==> src/rtl/usb2_packet_rx_if.sv <==
// Receive-side bus of usb2_packet_rx: ULPI byte stream in, decoded packet events out.
// master = ULPI stage / consumer side, slave = the packet decoder.
interface usb2_packet_rx_if;
  logic        in_act;
  logic [7:0]  in_byte;
  logic        in_latch;

  logic        tok_strobe;
  logic [3:0]  tok_pid;
  logic [6:0]  tok_addr;
  logic [3:0]  tok_endp;
  logic [10:0] sof_frame;
  logic        data_valid;
  logic [7:0]  data_byte;
  logic [3:0]  data_pid;
  logic        data_done;
  logic        data_good;
  logic        hsk_strobe;
  logic [3:0]  hsk_pid;
  logic        err_strobe;

  modport master (
    output in_act, in_byte, in_latch,
    input  tok_strobe, tok_pid, tok_addr, tok_endp, sof_frame,
    input  data_valid, data_byte, data_pid, data_done, data_good,
    input  hsk_strobe, hsk_pid, err_strobe
  );

  modport slave (
    input  in_act, in_byte, in_latch,
    output tok_strobe, tok_pid, tok_addr, tok_endp, sof_frame,
    output data_valid, data_byte, data_pid, data_done, data_good,
    output hsk_strobe, hsk_pid, err_strobe
  );
endinterface

==> src/rtl/usb2_packet_rx.sv <==
// USB2 packet decoder: splits a ULPI byte stream into token/SOF, data and handshake events.
// Define USB2_PACKET_RX_CRC16_EN to check the CRC16 of data packets; CRC5 is always checked.
module usb2_packet_rx (
  input logic             phy_clk,
  input logic             reset,
  usb2_packet_rx_if.slave bus
);

  // 1024 payload bytes plus the two CRC16 bytes
  localparam logic [10:0] MaxBytes     = 11'd1026;
  localparam logic [4:0]  Crc5Residual = 5'b01100;
  localparam logic [3:0]  PidSof       = 4'b0101;

  typedef enum logic [2:0] {
    StIdle, StTok1, StTok2, StData, StHsk, StEnd, StDiscard
  } state_e;

  state_e      state_q, state_d;
  logic        armed_q, armed_d;
  logic [3:0]  pid_q, pid_d;
  logic [10:0] cnt_q, cnt_d;
  logic [7:0]  hold0_q, hold0_d;
  logic [7:0]  hold1_q, hold1_d;
  logic [4:0]  crc5_q, crc5_d;
  logic        tok_strobe_q, tok_strobe_d;
  logic [3:0]  tok_pid_q, tok_pid_d;
  logic [6:0]  tok_addr_q, tok_addr_d;
  logic [3:0]  tok_endp_q, tok_endp_d;
  logic [10:0] sof_frame_q, sof_frame_d;
  logic        data_valid_q, data_valid_d;
  logic [7:0]  data_byte_q, data_byte_d;
  logic [3:0]  data_pid_q, data_pid_d;
  logic        data_done_q, data_done_d;
  logic        data_good_q, data_good_d;
  logic        hsk_strobe_q, hsk_strobe_d;
  logic [3:0]  hsk_pid_q, hsk_pid_d;
  logic        err_strobe_q, err_strobe_d;
  logic        byte_in, accept, crc_ok;

  // Serial CRC, bits consumed LSB-first as on the wire
  function automatic logic [4:0] crc5_byte(input logic [4:0] crc, input logic [7:0] b);
    logic [4:0] c;
    c = crc;
    for (int i = 0; i < 8; i++) begin
      c = (b[i] ^ c[4]) ? ({c[3:0], 1'b0} ^ 5'h05) : {c[3:0], 1'b0};
    end
    return c;
  endfunction

`ifdef USB2_PACKET_RX_CRC16_EN
  logic [15:0] crc16_q, crc16_d;

  function automatic logic [15:0] crc16_byte(input logic [15:0] crc, input logic [7:0] b);
    logic [15:0] c;
    c = crc;
    for (int i = 0; i < 8; i++) begin
      c = (b[i] ^ c[15]) ? ({c[14:0], 1'b0} ^ 16'h8005) : {c[14:0], 1'b0};
    end
    return c;
  endfunction

  assign crc_ok = (crc16_q == 16'h800D);

  always_ff @(posedge phy_clk or posedge reset) begin
    if (reset) crc16_q <= 16'h0000;
    else       crc16_q <= crc16_d;
  end
`else
  assign crc_ok = 1'b1;
`endif

  assign byte_in = bus.in_act & bus.in_latch;

  always_comb begin
    state_d      = state_q;
    // After reset, bytes are ignored until in_act has been seen low once
    armed_d      = armed_q | ~bus.in_act;
    pid_d        = pid_q;
    cnt_d        = cnt_q;
    hold0_d      = hold0_q;
    hold1_d      = hold1_q;
    crc5_d       = crc5_q;
`ifdef USB2_PACKET_RX_CRC16_EN
    crc16_d      = crc16_q;
`endif
    accept       = 1'b0;
    tok_strobe_d = 1'b0;
    tok_pid_d    = tok_pid_q;
    tok_addr_d   = tok_addr_q;
    tok_endp_d   = tok_endp_q;
    sof_frame_d  = sof_frame_q;
    data_valid_d = 1'b0;
    data_byte_d  = data_byte_q;
    data_pid_d   = data_pid_q;
    data_done_d  = 1'b0;
    data_good_d  = data_good_q;
    hsk_strobe_d = 1'b0;
    hsk_pid_d    = hsk_pid_q;
    err_strobe_d = 1'b0;

    case (state_q)
      StIdle, StEnd: begin
        state_d = StIdle;
        if (byte_in && armed_q) begin
          pid_d  = bus.in_byte[3:0];
          cnt_d  = '0;
          crc5_d = 5'h1f;
`ifdef USB2_PACKET_RX_CRC16_EN
          crc16_d = 16'hFFFF;
`endif
          if (bus.in_byte[7:4] != ~bus.in_byte[3:0]) begin
            state_d      = StDiscard;
            err_strobe_d = 1'b1;
          end else begin
            case (bus.in_byte[3:0])
              4'b0001, 4'b1001, 4'b0101, 4'b1101, 4'b0100: state_d = StTok1;
              4'b0011, 4'b1011, 4'b0111, 4'b1111: begin
                state_d    = StData;
                data_pid_d = bus.in_byte[3:0];
              end
              4'b0010, 4'b1010, 4'b1110, 4'b0110: state_d = StHsk;
              default: begin
                state_d      = StDiscard;
                err_strobe_d = 1'b1;
              end
            endcase
          end
        end
      end

      StTok1: begin
        if (!bus.in_act) begin
          err_strobe_d = 1'b1;
          state_d      = StEnd;
        end else if (byte_in) begin
          accept  = 1'b1;
          state_d = StTok2;
        end
      end

      StTok2: begin
        if (!bus.in_act) begin
          state_d = StEnd;
          if (cnt_q == 11'd2 && crc5_q == Crc5Residual) begin
            tok_strobe_d = 1'b1;
            tok_pid_d    = pid_q;
            if (pid_q == PidSof) begin
              sof_frame_d = {hold1_q[2:0], hold0_q};
            end else begin
              tok_addr_d = hold0_q[6:0];
              tok_endp_d = {hold1_q[2:0], hold0_q[7]};
            end
          end else begin
            err_strobe_d = 1'b1;
          end
        end else if (byte_in) begin
          if (cnt_q == 11'd2) begin
            state_d      = StDiscard;
            err_strobe_d = 1'b1;
          end else begin
            accept = 1'b1;
          end
        end
      end

      StHsk: begin
        if (!bus.in_act) begin
          hsk_strobe_d = 1'b1;
          hsk_pid_d    = pid_q;
          state_d      = StEnd;
        end else if (byte_in) begin
          state_d      = StDiscard;
          err_strobe_d = 1'b1;
        end
      end

      StData: begin
        if (!bus.in_act) begin
          data_done_d  = 1'b1;
          data_good_d  = (cnt_q >= 11'd2) && crc_ok;
          err_strobe_d = (cnt_q < 11'd2);
          state_d      = StEnd;
        end else if (byte_in) begin
          if (cnt_q == MaxBytes) begin
            data_done_d  = 1'b1;
            data_good_d  = 1'b0;
            err_strobe_d = 1'b1;
            state_d      = StDiscard;
          end else begin
            accept = 1'b1;
            // Two-byte lag keeps the trailing CRC16 bytes off data_byte
            if (cnt_q >= 11'd2) begin
              data_valid_d = 1'b1;
              data_byte_d  = hold0_q;
            end
          end
        end
      end

      StDiscard: begin
        if (!bus.in_act) state_d = StIdle;
      end

      default: state_d = StIdle;
    endcase

    if (accept) begin
      hold0_d = hold1_q;
      hold1_d = bus.in_byte;
      cnt_d   = cnt_q + 11'd1;
      crc5_d  = crc5_byte(crc5_q, bus.in_byte);
`ifdef USB2_PACKET_RX_CRC16_EN
      crc16_d = crc16_byte(crc16_q, bus.in_byte);
`endif
    end
  end

  always_ff @(posedge phy_clk or posedge reset) begin
    if (reset) begin
      state_q      <= StIdle;
      armed_q      <= 1'b0;
      pid_q        <= '0;
      cnt_q        <= '0;
      hold0_q      <= '0;
      hold1_q      <= '0;
      crc5_q       <= '0;
      tok_strobe_q <= 1'b0;
      tok_pid_q    <= '0;
      tok_addr_q   <= '0;
      tok_endp_q   <= '0;
      sof_frame_q  <= '0;
      data_valid_q <= 1'b0;
      data_byte_q  <= '0;
      data_pid_q   <= '0;
      data_done_q  <= 1'b0;
      data_good_q  <= 1'b0;
      hsk_strobe_q <= 1'b0;
      hsk_pid_q    <= '0;
      err_strobe_q <= 1'b0;
    end else begin
      state_q      <= state_d;
      armed_q      <= armed_d;
      pid_q        <= pid_d;
      cnt_q        <= cnt_d;
      hold0_q      <= hold0_d;
      hold1_q      <= hold1_d;
      crc5_q       <= crc5_d;
      tok_strobe_q <= tok_strobe_d;
      tok_pid_q    <= tok_pid_d;
      tok_addr_q   <= tok_addr_d;
      tok_endp_q   <= tok_endp_d;
      sof_frame_q  <= sof_frame_d;
      data_valid_q <= data_valid_d;
      data_byte_q  <= data_byte_d;
      data_pid_q   <= data_pid_d;
      data_done_q  <= data_done_d;
      data_good_q  <= data_good_d;
      hsk_strobe_q <= hsk_strobe_d;
      hsk_pid_q    <= hsk_pid_d;
      err_strobe_q <= err_strobe_d;
    end
  end

  assign bus.tok_strobe = tok_strobe_q;
  assign bus.tok_pid    = tok_pid_q;
  assign bus.tok_addr   = tok_addr_q;
  assign bus.tok_endp   = tok_endp_q;
  assign bus.sof_frame  = sof_frame_q;
  assign bus.data_valid = data_valid_q;
  assign bus.data_byte  = data_byte_q;
  assign bus.data_pid   = data_pid_q;
  assign bus.data_done  = data_done_q;
  assign bus.data_good  = data_good_q;
  assign bus.hsk_strobe = hsk_strobe_q;
  assign bus.hsk_pid    = hsk_pid_q;
  assign bus.err_strobe = err_strobe_q;

endmodule
==> src/flat_wrapper.sv <==
// flat-port wrapper written by rule: the top's interface ports become plain ports
module usb2_packet_rx_flat 
  (phy_clk, reset, bus_in_act, bus_in_byte, bus_in_latch, bus_tok_strobe, bus_tok_pid, bus_tok_addr, bus_tok_endp, bus_sof_frame, bus_data_valid, bus_data_byte, bus_data_pid, bus_data_done, bus_data_good, bus_hsk_strobe, bus_hsk_pid, bus_err_strobe);
  usb2_packet_rx_if bus_i ();
  input logic phy_clk;
  input logic reset;
  input wire logic [$bits(bus_i.in_act)-1:0] bus_in_act;
  input wire logic [$bits(bus_i.in_byte)-1:0] bus_in_byte;
  input wire logic [$bits(bus_i.in_latch)-1:0] bus_in_latch;
  output wire logic [$bits(bus_i.tok_strobe)-1:0] bus_tok_strobe;
  output wire logic [$bits(bus_i.tok_pid)-1:0] bus_tok_pid;
  output wire logic [$bits(bus_i.tok_addr)-1:0] bus_tok_addr;
  output wire logic [$bits(bus_i.tok_endp)-1:0] bus_tok_endp;
  output wire logic [$bits(bus_i.sof_frame)-1:0] bus_sof_frame;
  output wire logic [$bits(bus_i.data_valid)-1:0] bus_data_valid;
  output wire logic [$bits(bus_i.data_byte)-1:0] bus_data_byte;
  output wire logic [$bits(bus_i.data_pid)-1:0] bus_data_pid;
  output wire logic [$bits(bus_i.data_done)-1:0] bus_data_done;
  output wire logic [$bits(bus_i.data_good)-1:0] bus_data_good;
  output wire logic [$bits(bus_i.hsk_strobe)-1:0] bus_hsk_strobe;
  output wire logic [$bits(bus_i.hsk_pid)-1:0] bus_hsk_pid;
  output wire logic [$bits(bus_i.err_strobe)-1:0] bus_err_strobe;
  assign bus_i.in_act = bus_in_act;
  assign bus_i.in_byte = bus_in_byte;
  assign bus_i.in_latch = bus_in_latch;
  assign bus_tok_strobe = bus_i.tok_strobe;
  assign bus_tok_pid = bus_i.tok_pid;
  assign bus_tok_addr = bus_i.tok_addr;
  assign bus_tok_endp = bus_i.tok_endp;
  assign bus_sof_frame = bus_i.sof_frame;
  assign bus_data_valid = bus_i.data_valid;
  assign bus_data_byte = bus_i.data_byte;
  assign bus_data_pid = bus_i.data_pid;
  assign bus_data_done = bus_i.data_done;
  assign bus_data_good = bus_i.data_good;
  assign bus_hsk_strobe = bus_i.hsk_strobe;
  assign bus_hsk_pid = bus_i.hsk_pid;
  assign bus_err_strobe = bus_i.err_strobe;
  usb2_packet_rx u_core (.phy_clk(phy_clk), .reset(reset), .bus(bus_i));
endmodule
==> config.mk <==
export PLATFORM = sky130hd
export DESIGN_NAME = usb2_packet_rx_flat
export DESIGN_NICKNAME = d
export VERILOG_FILES = /design/src/rtl/usb2_packet_rx_if.sv /design/src/rtl/usb2_packet_rx.sv /design/src/flat_wrapper.sv
export SDC_FILE = /design/constraint.sdc
export NUM_CORES = 1
export LEC_CHECK = 0
export CAP_MARGIN = 20
export CORE_ASPECT_RATIO = 0.7
export CORE_MARGIN = 3
export CORE_UTILIZATION = 64
export DETAILED_ROUTE_END_ITERATION = 7
export DONT_BUFFER_PORTS = 1
export HOLD_SLACK_MARGIN = 0.03
export PLACE_DENSITY = 0.76
export SLEW_MARGIN = 0
export SYNTH_ARGS = -nofsm -noshare
export SYNTH_HDL_FRONTEND = slang
export SYNTH_SLANG_ARGS = --single-unit
==> constraint.sdc <==
create_clock -name phy_clk -period 4.6 [get_ports phy_clk]
set_clock_uncertainty 0.15 [all_clocks]
set_input_delay 0.69 -clock phy_clk [delete_from_list [all_inputs] [get_ports phy_clk]]
set_output_delay 0.69 -clock phy_clk [all_outputs]
set_load 0.02 [all_outputs]
# Word level (Yosys, flattened, before mapping)
# Cells that the tools add are included.
[totals]
register_bits = 88
output_inout_bits = 48
input_bits = 12
[classes]
addsub = 1
n_mux = 64
order_cmp = 2
n_bitwise = 23
n_reduce_logical = 20
eq_ne = 33
[op_table]
columns = ["op", "n"]
rows = [
  ["3-bit 2-to-1 mux", 21],
  ["1-bit 2-to-1 mux", 33],
  ["11-bit 2-to-1 mux", 3],
  ["4-bit equality test, second input constant", 6],
  ["4-bit by 3-bit equality test with 1-bit output, second input constant", 5],
  ["3-bit by 2-bit inequality test with 1-bit output, second input constant", 6],
  ["3-bit one-hot mux with 6 select lines", 1],
  ["2-bit inverter", 8],
  ["5-bit 2-to-1 mux", 3],
  ["13-bit OR reduction", 1],
  ["4-bit AND reduction", 3],
  ["11-bit by 1-bit adder with 11-bit output, second input constant", 1],
  ["11-bit equality test, second input constant", 1],
  ["11-bit by 2-bit equality test with 1-bit output, second input constant", 1],
  ["11-bit by 2-bit >= comparator with 1-bit output, second input constant", 1],
  ["11-bit by 2-bit < comparator with 1-bit output, second input constant", 1],
  ["3-bit equality test, second input constant", 3],
  ["3-bit one-hot mux with 3 select lines", 1],
  ["4-bit by 2-bit equality test with 1-bit output, second input constant", 2],
  ["4-bit OR reduction", 2],
  ["1-bit bitwise XOR", 8],
  ["7-bit AND reduction", 1],
  ["3-bit by 2-bit equality test with 1-bit output, second input constant", 2],
  ["2-bit AND reduction", 3],
  ["other kinds (19)", 26],
]

# Depth between registers and ports, before layout
# Gate-level depths: netlist (run 1).
[logic_depth]
word_depth = 17
mapped_depth = 8
mapped_depth_nobuf = 7

# Least setup slack after synthesis (run 1)
# OpenSTA, ideal clock, no wires.
[synth_path]
path_type = "input port to flip-flop"
from = "in bus_in_act"
to = "reg u_core.sof_frame_q[10] (netlist: u_core.bus.sof_frame[10])"
t_required_ps = 4325
setup_time_ps = 125
stages = 6
arrival_time_ps = 2242
slack_ps = 2083
cell_sequence = "nor4b_1 -> nand4b_1 -> nor3_4 -> nor4b_4 -> buf_6 -> mux2_4"
[synth_via]
elab_chain_cells = 2
[synth_rtl]
columns = ["item", "line", "rtl"]
rows = [
  ["start, declared", "flat_wrapper.sv:7", "input wire logic [$bits(bus_i.in_act)-1:0] bus_in_act;"],
  ["1-bit inverter (no source line)", "-", ""],
  ["4-bit AND reduction (no source line)", "-", ""],
  ["end signal, assigned", "usb2_packet_rx.sv:252", "sof_frame_q <= sof_frame_d;"],
  ["end, declared", "usb2_packet_rx.sv:29", "logic [10:0] sof_frame_q, sof_frame_d;"],
]
# No other way between the ends.
# A chain may end at the register's enable or synchronous reset.

# Final worst setup path (run 1)
[layout_path]
from = "reg u_core.cnt_q[0]"
to = "reg u_core.sof_frame_q[0] (netlist: u_core.bus.sof_frame[0])"
[layout_via]
elab_chain_cells = 3
[layout_rtl]
columns = ["item", "line", "rtl"]
rows = [
  ["start, declared", "usb2_packet_rx.sv:21", "logic [10:0] cnt_q, cnt_d;"],
  ["start signal, assigned", "usb2_packet_rx.sv:244", "cnt_q <= cnt_d;"],
  ["11-bit by 2-bit equality test with 1-bit output", "usb2_packet_rx.sv:144", "if (cnt_q == 11'd2 && crc5_q == Crc5Residual) begin"],
  ["1-bit logical AND", "usb2_packet_rx.sv:144", ""],
  ["4-bit AND reduction (no source line)", "-", ""],
]
# No other way between the ends.

==> results of run 1 <==
-- power by group --
group	switching [mW]	internal, mW
combinational	0.322	0.315
clock	0.250	0.243
sequential	0.241	0.941
total	0.813	1.50
-- worst paths after layout --
kind | end | slack (ps) | from | cells past startpoint
max in group asynchronous | u_core.bus.data_pid[1]$_DFFE_PP0P_ | 2890 | reset | 4
min in group asynchronous | u_core.bus.tok_addr[0]$_DFFE_PP0P_ | 500 | reset | 2
worst min-delay path | u_core.armed_q$_DFF_PP0_ | 250 | bus_in_act | 1
worst max register to register | u_core.bus.sof_frame[0]$_DFFE_PP0P_ | 1500 | u_core.cnt_q[0]$_DFFE_PP0P_ | 7
worst max-delay path | u_core.bus.sof_frame[0]$_DFFE_PP0P_ | 1500 | u_core.cnt_q[0]$_DFFE_PP0P_ | 7
worst min register to register | u_core.armed_q$_DFF_PP0_ | 330 | u_core.armed_q$_DFF_PP0_ | 1
-- state kept, by name (all words and copies together) (netlist names), 5 cells and up --
signal	count
u_core.hold0_q	8
u_core.bus.tok_addr	7
u_core.cnt_q	11
u_core.crc5_q	5
u_core.hold1_q	8
u_core.bus.data_byte	8
u_core.bus.sof_frame	11
-- worst max-delay path: stages (launching register included) --
cell      delay (ps)
dfrtp_1          420
inv_1            100
ha_1             240
nor2b_1          220
nand4b_1         200
nor3_4           340
nor4b_4          900
mux2_2           420
-- repair_timing --
action | CTS | global route
setup buffers | 0 | 0
hold endpoints to repair | 0 | 2
hold buffers | 0 | 1
gates resized for setup | 0 | 0
-- cell families (layout without fill, tap and decap cells) --
kind of cell,count (synthesis),after routing,synth area share
AOI/OAI and AO/OA,54,54,0.0873
DFF,88,88,0.521
adders and majority gates,2,2,0.00592
muxes,61,61,0.169
buffers and inverters,24,28,0.0255
xor gates and xnor gates,25,25,0.0583
and+or+nand+nor,89,89,0.133
-- stage by stage --
step	power (mW)	instance area (sq um)	setup slack [ps]
2_1_floorplan	1.68	4230	1480
3_3_place_gp	1.79	4270	1470
3_5_place_dp	1.82	4270	1320
4_1_cts	2.32	4450	1490
5_1_grt	2.46	4480	1290
6_report	2.31	4480	1500
-- layout by cell type, fill, tap and decap left out, types with 3 or more instances in the layout --
cell and count:
dfrtp_1 88, mux2_2 44, nand2_1 23, xnor2_1 13
o21ai_0 13, mux2_4 10, xor2_1 10, nor2_1 10
nand3_1 10, inv_1 9, clkbuf_8 9, a21oi_1 8
a31oi_1 8, nand2b_1 7, mux2i_1 7, and2_1 4
nor3_1 4, nor2b_1 3, or4_1 3, nand4_1 3
and3_1 3, nor4bb_1 3, clkinv_2 3
-- cell type report --
type / instances / share of cell area
sequential: 88 / 0.491
multi-input combinational: 231 / 0.428
clock buffer: 10 / 0.0285
tap: 78 / 0.0218
timing repair buffer: 4 / 0.0117
clock inverter: 4 / 0.0106
inverter: 10 / 0.00865
-- routing by layer --
layer	up-vias	GRT usage	share of wire
met5	-	0	0
met4	0	0.0647	0.014
met3	13	0.0825	0.066
met2	86	0.359	0.44
met1	1419	0.355	0.48
li1	1246	-	-
==> results.toml, run 1 <==
[status]
status = "finished clean"

[place]
placed_cells = 409
dp_hpwl_mm = 5.98
port_buffers = 0
gp_congestion = 0.924

[timing]
fin_crit_sh = 0.673
fin_setup_tns_ps = 0
maxSlewViolCount = 0
setup_violations = 0
rsz0062_at_grt = "no"
finalCriticalPeriod_ps = 3100
tightest_slew_ps = 1080
hold_viol_final = 0
whs_ps = 254
slew_headroom = 0.278
fmax_mhz = 323

[die]
dieArea_sq_um = 7630
start_util = 0.670
rows = 24
pin_count = 60
die_height_um = 74.0
die_w_um = 103
core-area_sq_um = 6310

[yosys]
synth_ff_type = "dfrtp_1"
synthTopCellsByArea = "dfrtp_1, mux2_2, mux2_4"
synth-seq-cells = 88
synth_top_area_share = 0.521
synth_largest_area_cell = "dfrtp_1"
syn_nets = 357
ys_warn_count = 0
synth-seq-area-share = 0.521
synthTopCellsByCount = "dfrtp_1, mux2_2, nand2_1, o21ai_0, xnor2_1"
syn_avg_cell_area_sq_um = 12.3
syn_inst = 343
synth_edf_count = 0
synth.cell_area_sq_um = 4230
ys_types = 61
synth.most_common_cell = "dfrtp_1"
synthArstFlopShare = 1.00

[finish]
fin_nets = 358
final_util = 0.711
drive_gt1_frac = 0.236
seqCellArea_sq_um = 2200
instances_no_fill = 425
area_delta_synth_final_pct = 6.07
multi_input_area_sq_um = 1920
fill_cells = 425
num_antenna_cells = 0

[drt]
ant_nets = 0
drt-initial-drc-count = 160
dr.pass1.iters = 4
vias = 2764
drt-total-wl_mm = 8.59
drc = 0
vias_per_cell = 6.50
post_drt_wl_per_cell_um = 20.2

[grt]
grt_pass1_wl_mm = 14.1
grt_remaining_overflow = 0
grt_pass1_vias = 2638
grt_max_degree = 57
grt_usage = 0.245
antenna_found_initial = 0

[pwr]
ir_worst_vdd_mv = 0.249
power.density_nw_per_um2 = 516
p_leak_nw = 2.09

[clock_tree]
cts_root_buf = "clkbuf_8"
htree_levels = 3
clk_latency_ps = 350
cts.sinks = 88
cts_tree = "built"
path_clk_slew_ps = 80
cts_buffer_depth = 2
cts_buffers = 9

[setup_path]
required_ps = 4690
arrival_ps = 3190
endpoint_kind = "flop"
cp_max_fo = 11
start_kind = "flop"
crit_type = "flop to flop"

[flow_run]
maxCapViolations = 0

[hold_path]
hold_path_class = "input port to flop"
(Power assumes the default switching activity.)
==> inputs of run 2 (changes only) <==
CORE_UTILIZATION = 57   (was 64)
PLACE_DENSITY = 0.71   (was 0.76)
clock period = 2.6 ns   (was 4.6 ns; I/O delays follow)
==> run 2 against run 1 <==
Against the previous run: cell count up 11%; hold slack lost 210 ps; sequential share of layout area fell by 3.8 points; combinational power is 96% higher; clock power rose by 130%; maximum frequency grew 23%; count of clock-buffer cells in the layout shrank 1; sequential power increased by 76%; non-clock buffer count grew 27; die area rose by 11%; first-iteration DRC count grew 13%; utilization fell by 1.4 points; highest routed layer unchanged.
==> results.toml, run 2 (synthesis results as in run 1) <==
[clock_tree]
cts_buffers = 9
cts_tree = "built"
path_clk_slew_ps = 90
clk_latency_ps = 350
cts_buffer_depth = 2
cts_root_buf = "clkbuf_8"
cts.sinks = 88
htree_levels = 3

[hold_path]
hold_path_class = "input port to flop"
hold_depth = 1
hold_path_end = "u_core.state_q[0]$_DFFE_PP0P_"
hold_start = "bus_in_act"

[die]
dieArea_sq_um = 8500
start_util = 0.606
die_w_um = 109
rows = 25
die_height_um = 78.0
core-area_sq_um = 6980
pin_count = 60

[pwr]
seq_power_share = 0.463
switching_share = 0.340
power.density_nw_per_um2 = 923
p_leak_nw = 2.27
finalPower_mw = 4.48
ir_worst_vdd_mv = 0.490
p_switching_mw = 1.53
p_comb_frac = 0.278
internal_power_mw = 2.96
power_frac_clock = 0.259

[setup_path]
slowest_delay_ps = 390
cp_common_cell = "buf_4"
r2r-start = "u_core.cnt_q[0]$_DFFE_PP0P_"
crit_slowest_cell = "dfrtp_1"
cp_top_family = "simple AND/OR/NAND/NOR gates"
required_ps = 2700
cp_num_buf_inv = 4
reg2reg_depth = 10
crit_type = "flop to flop"
crit_chain = "inv_1 -> ha_1 -> buf_4 -> nor2b_4 -> nand4b_1 -> nor3_4 -> nor4b_4 -> buf_4 -> clkbuf_16 -> mux2_4"
arrival_ps = 2610
start_kind = "flop"
ff2ff_setup_slack_ps = 90
endpoint_kind = "flop"
worst_r2r_endpoint = "u_core.bus.sof_frame[10]$_DFFE_PP0P_"
cp_max_fo = 5

[place]
dp_hpwl_mm = 6.38
placed_cells = 439
port_buffers = 0
gp_congestion = 0.879

[finish]
num_antenna_cells = 0
layout_common_cells = "dfrtp_1, mux2_2, nand2_1, buf_4"
instances_no_fill = 470
seqCellArea_sq_um = 2200
fin_nets = 385
area_delta_synth_final_pct = 14.9
final_common_cell = "dfrtp_1"
multi_input_area_sq_um = 1920
fill_cells = 481
drive_gt1_frac = 0.279

[timing]
fin_setup_tns_ps = 0
setup_violations = 0
finalCriticalPeriod_ps = 2510
slew_headroom = 0.704
fmax_mhz = 398
fin_crit_sh = 0.967
tightest_slew_ps = 440
whs_ps = 48.3
hold_viol_final = 0
maxSlewViolCount = 0

[drt]
drc = 0
dr.pass1.iters = 4
vias_per_cell = 5.94
drt-total-wl_mm = 9.18
post_drt_wl_per_cell_um = 19.5
ant_nets = 0
drt-initial-drc-count = 181
vias = 2792

[flow_run]
maxCapViolations = 0

[grt]
grt_pass1_wl_mm = 14.8
grt_usage = 0.224
grt_pass1_vias = 2830
antenna_found_initial = 0
grt_max_degree = 57
grt_remaining_overflow = 0

[status]
status = "finished clean"
## run 2: layout make-up
class                   instances  area share
clock buffers                   9      0.0255
clock inverters                 7      0.0260
inverters                      10     0.00850
multi-input cells             231       0.396
flip-flops and latches         88       0.453
well taps                      94      0.0242
repair buffers                 31      0.0664
## run 2: per-stage QoR
stage | utilization | cell area [sq um] | setup WS, ps
5_1_grt | 0.697 | 4860 | -27.6
3_5_place_dp | 0.638 | 4450 | 75.8
3_3_place_gp | 0.638 | 4450 | 163
4_1_cts | 0.684 | 4770 | 53.2
6_report | 0.697 | 4860 | 86.7
2_1_floorplan | - | 4230 | 290
## run 2: per-layer routing
metal | share of wire | GRT usage | vias to the layer above
met2 | 0.45 | 0.332 | 100
met1 | 0.47 | 0.323 | 1391
met4 | 0.0056 | 0.0530 | 0
li1 | - | - | 1295
met5 | 0 | 0 | -
met3 | 0.077 | 0.0715 | 6
## run 2: power groups by stage
| stage | registers (mW) | logic [mW] | clock network, mW |
|---|---|---|---|
| floorplan | 1.98 | 0.998 | 0 |
| global placement | 2.09 | 1.17 | 0 |
| detailed placement | 2.11 | 1.20 | 0 |
| CTS | 2.08 | 1.22 | 1.19 |
| global route | 2.13 | 1.39 | 1.25 |
| finish | 2.08 | 1.25 | 1.16 |
## run 2: repair_timing
item,4_1_cts,5_1_grt
gates resized for setup,0,2
buffers inserted,0,5
hold endpoints to repair,99,2
hold buffers,7,2
endpoints found under the setup margin,0,29
## run 2: worst max-delay path by stage
stage	start	endpoint	slack (ps)	depth (start not counted)
after floorplan	u_core.cnt_q[0]$_DFFE_PP0P_	u_core.bus.sof_frame[10]$_DFFE_PP0P_	290	8
after global placement	u_core.cnt_q[2]$_DFFE_PP0P_	u_core.bus.data_byte[5]$_DFFE_PP0P_	160	6
after detailed placement	u_core.cnt_q[0]$_DFFE_PP0P_	u_core.bus.sof_frame[8]$_DFFE_PP0P_	80	9
after CTS	u_core.cnt_q[0]$_DFFE_PP0P_	u_core.bus.sof_frame[7]$_DFFE_PP0P_	50	9
after global routing	u_core.cnt_q[0]$_DFFE_PP0P_	u_core.bus.sof_frame[1]$_DFFE_PP0P_	-30	10
final	u_core.cnt_q[0]$_DFFE_PP0P_	u_core.bus.sof_frame[10]$_DFFE_PP0P_	90	10
## run 2: worst reg2reg max path: stages (launching register included)
cell       delay [ps]
dfrtp_1           390
inv_1              90
ha_1              160
buf_4             120
nor2b_4           150
nand4b_1          190
nor3_4            270
nor4b_4           250
buf_4             190
clkbuf_16         150
mux2_4            290
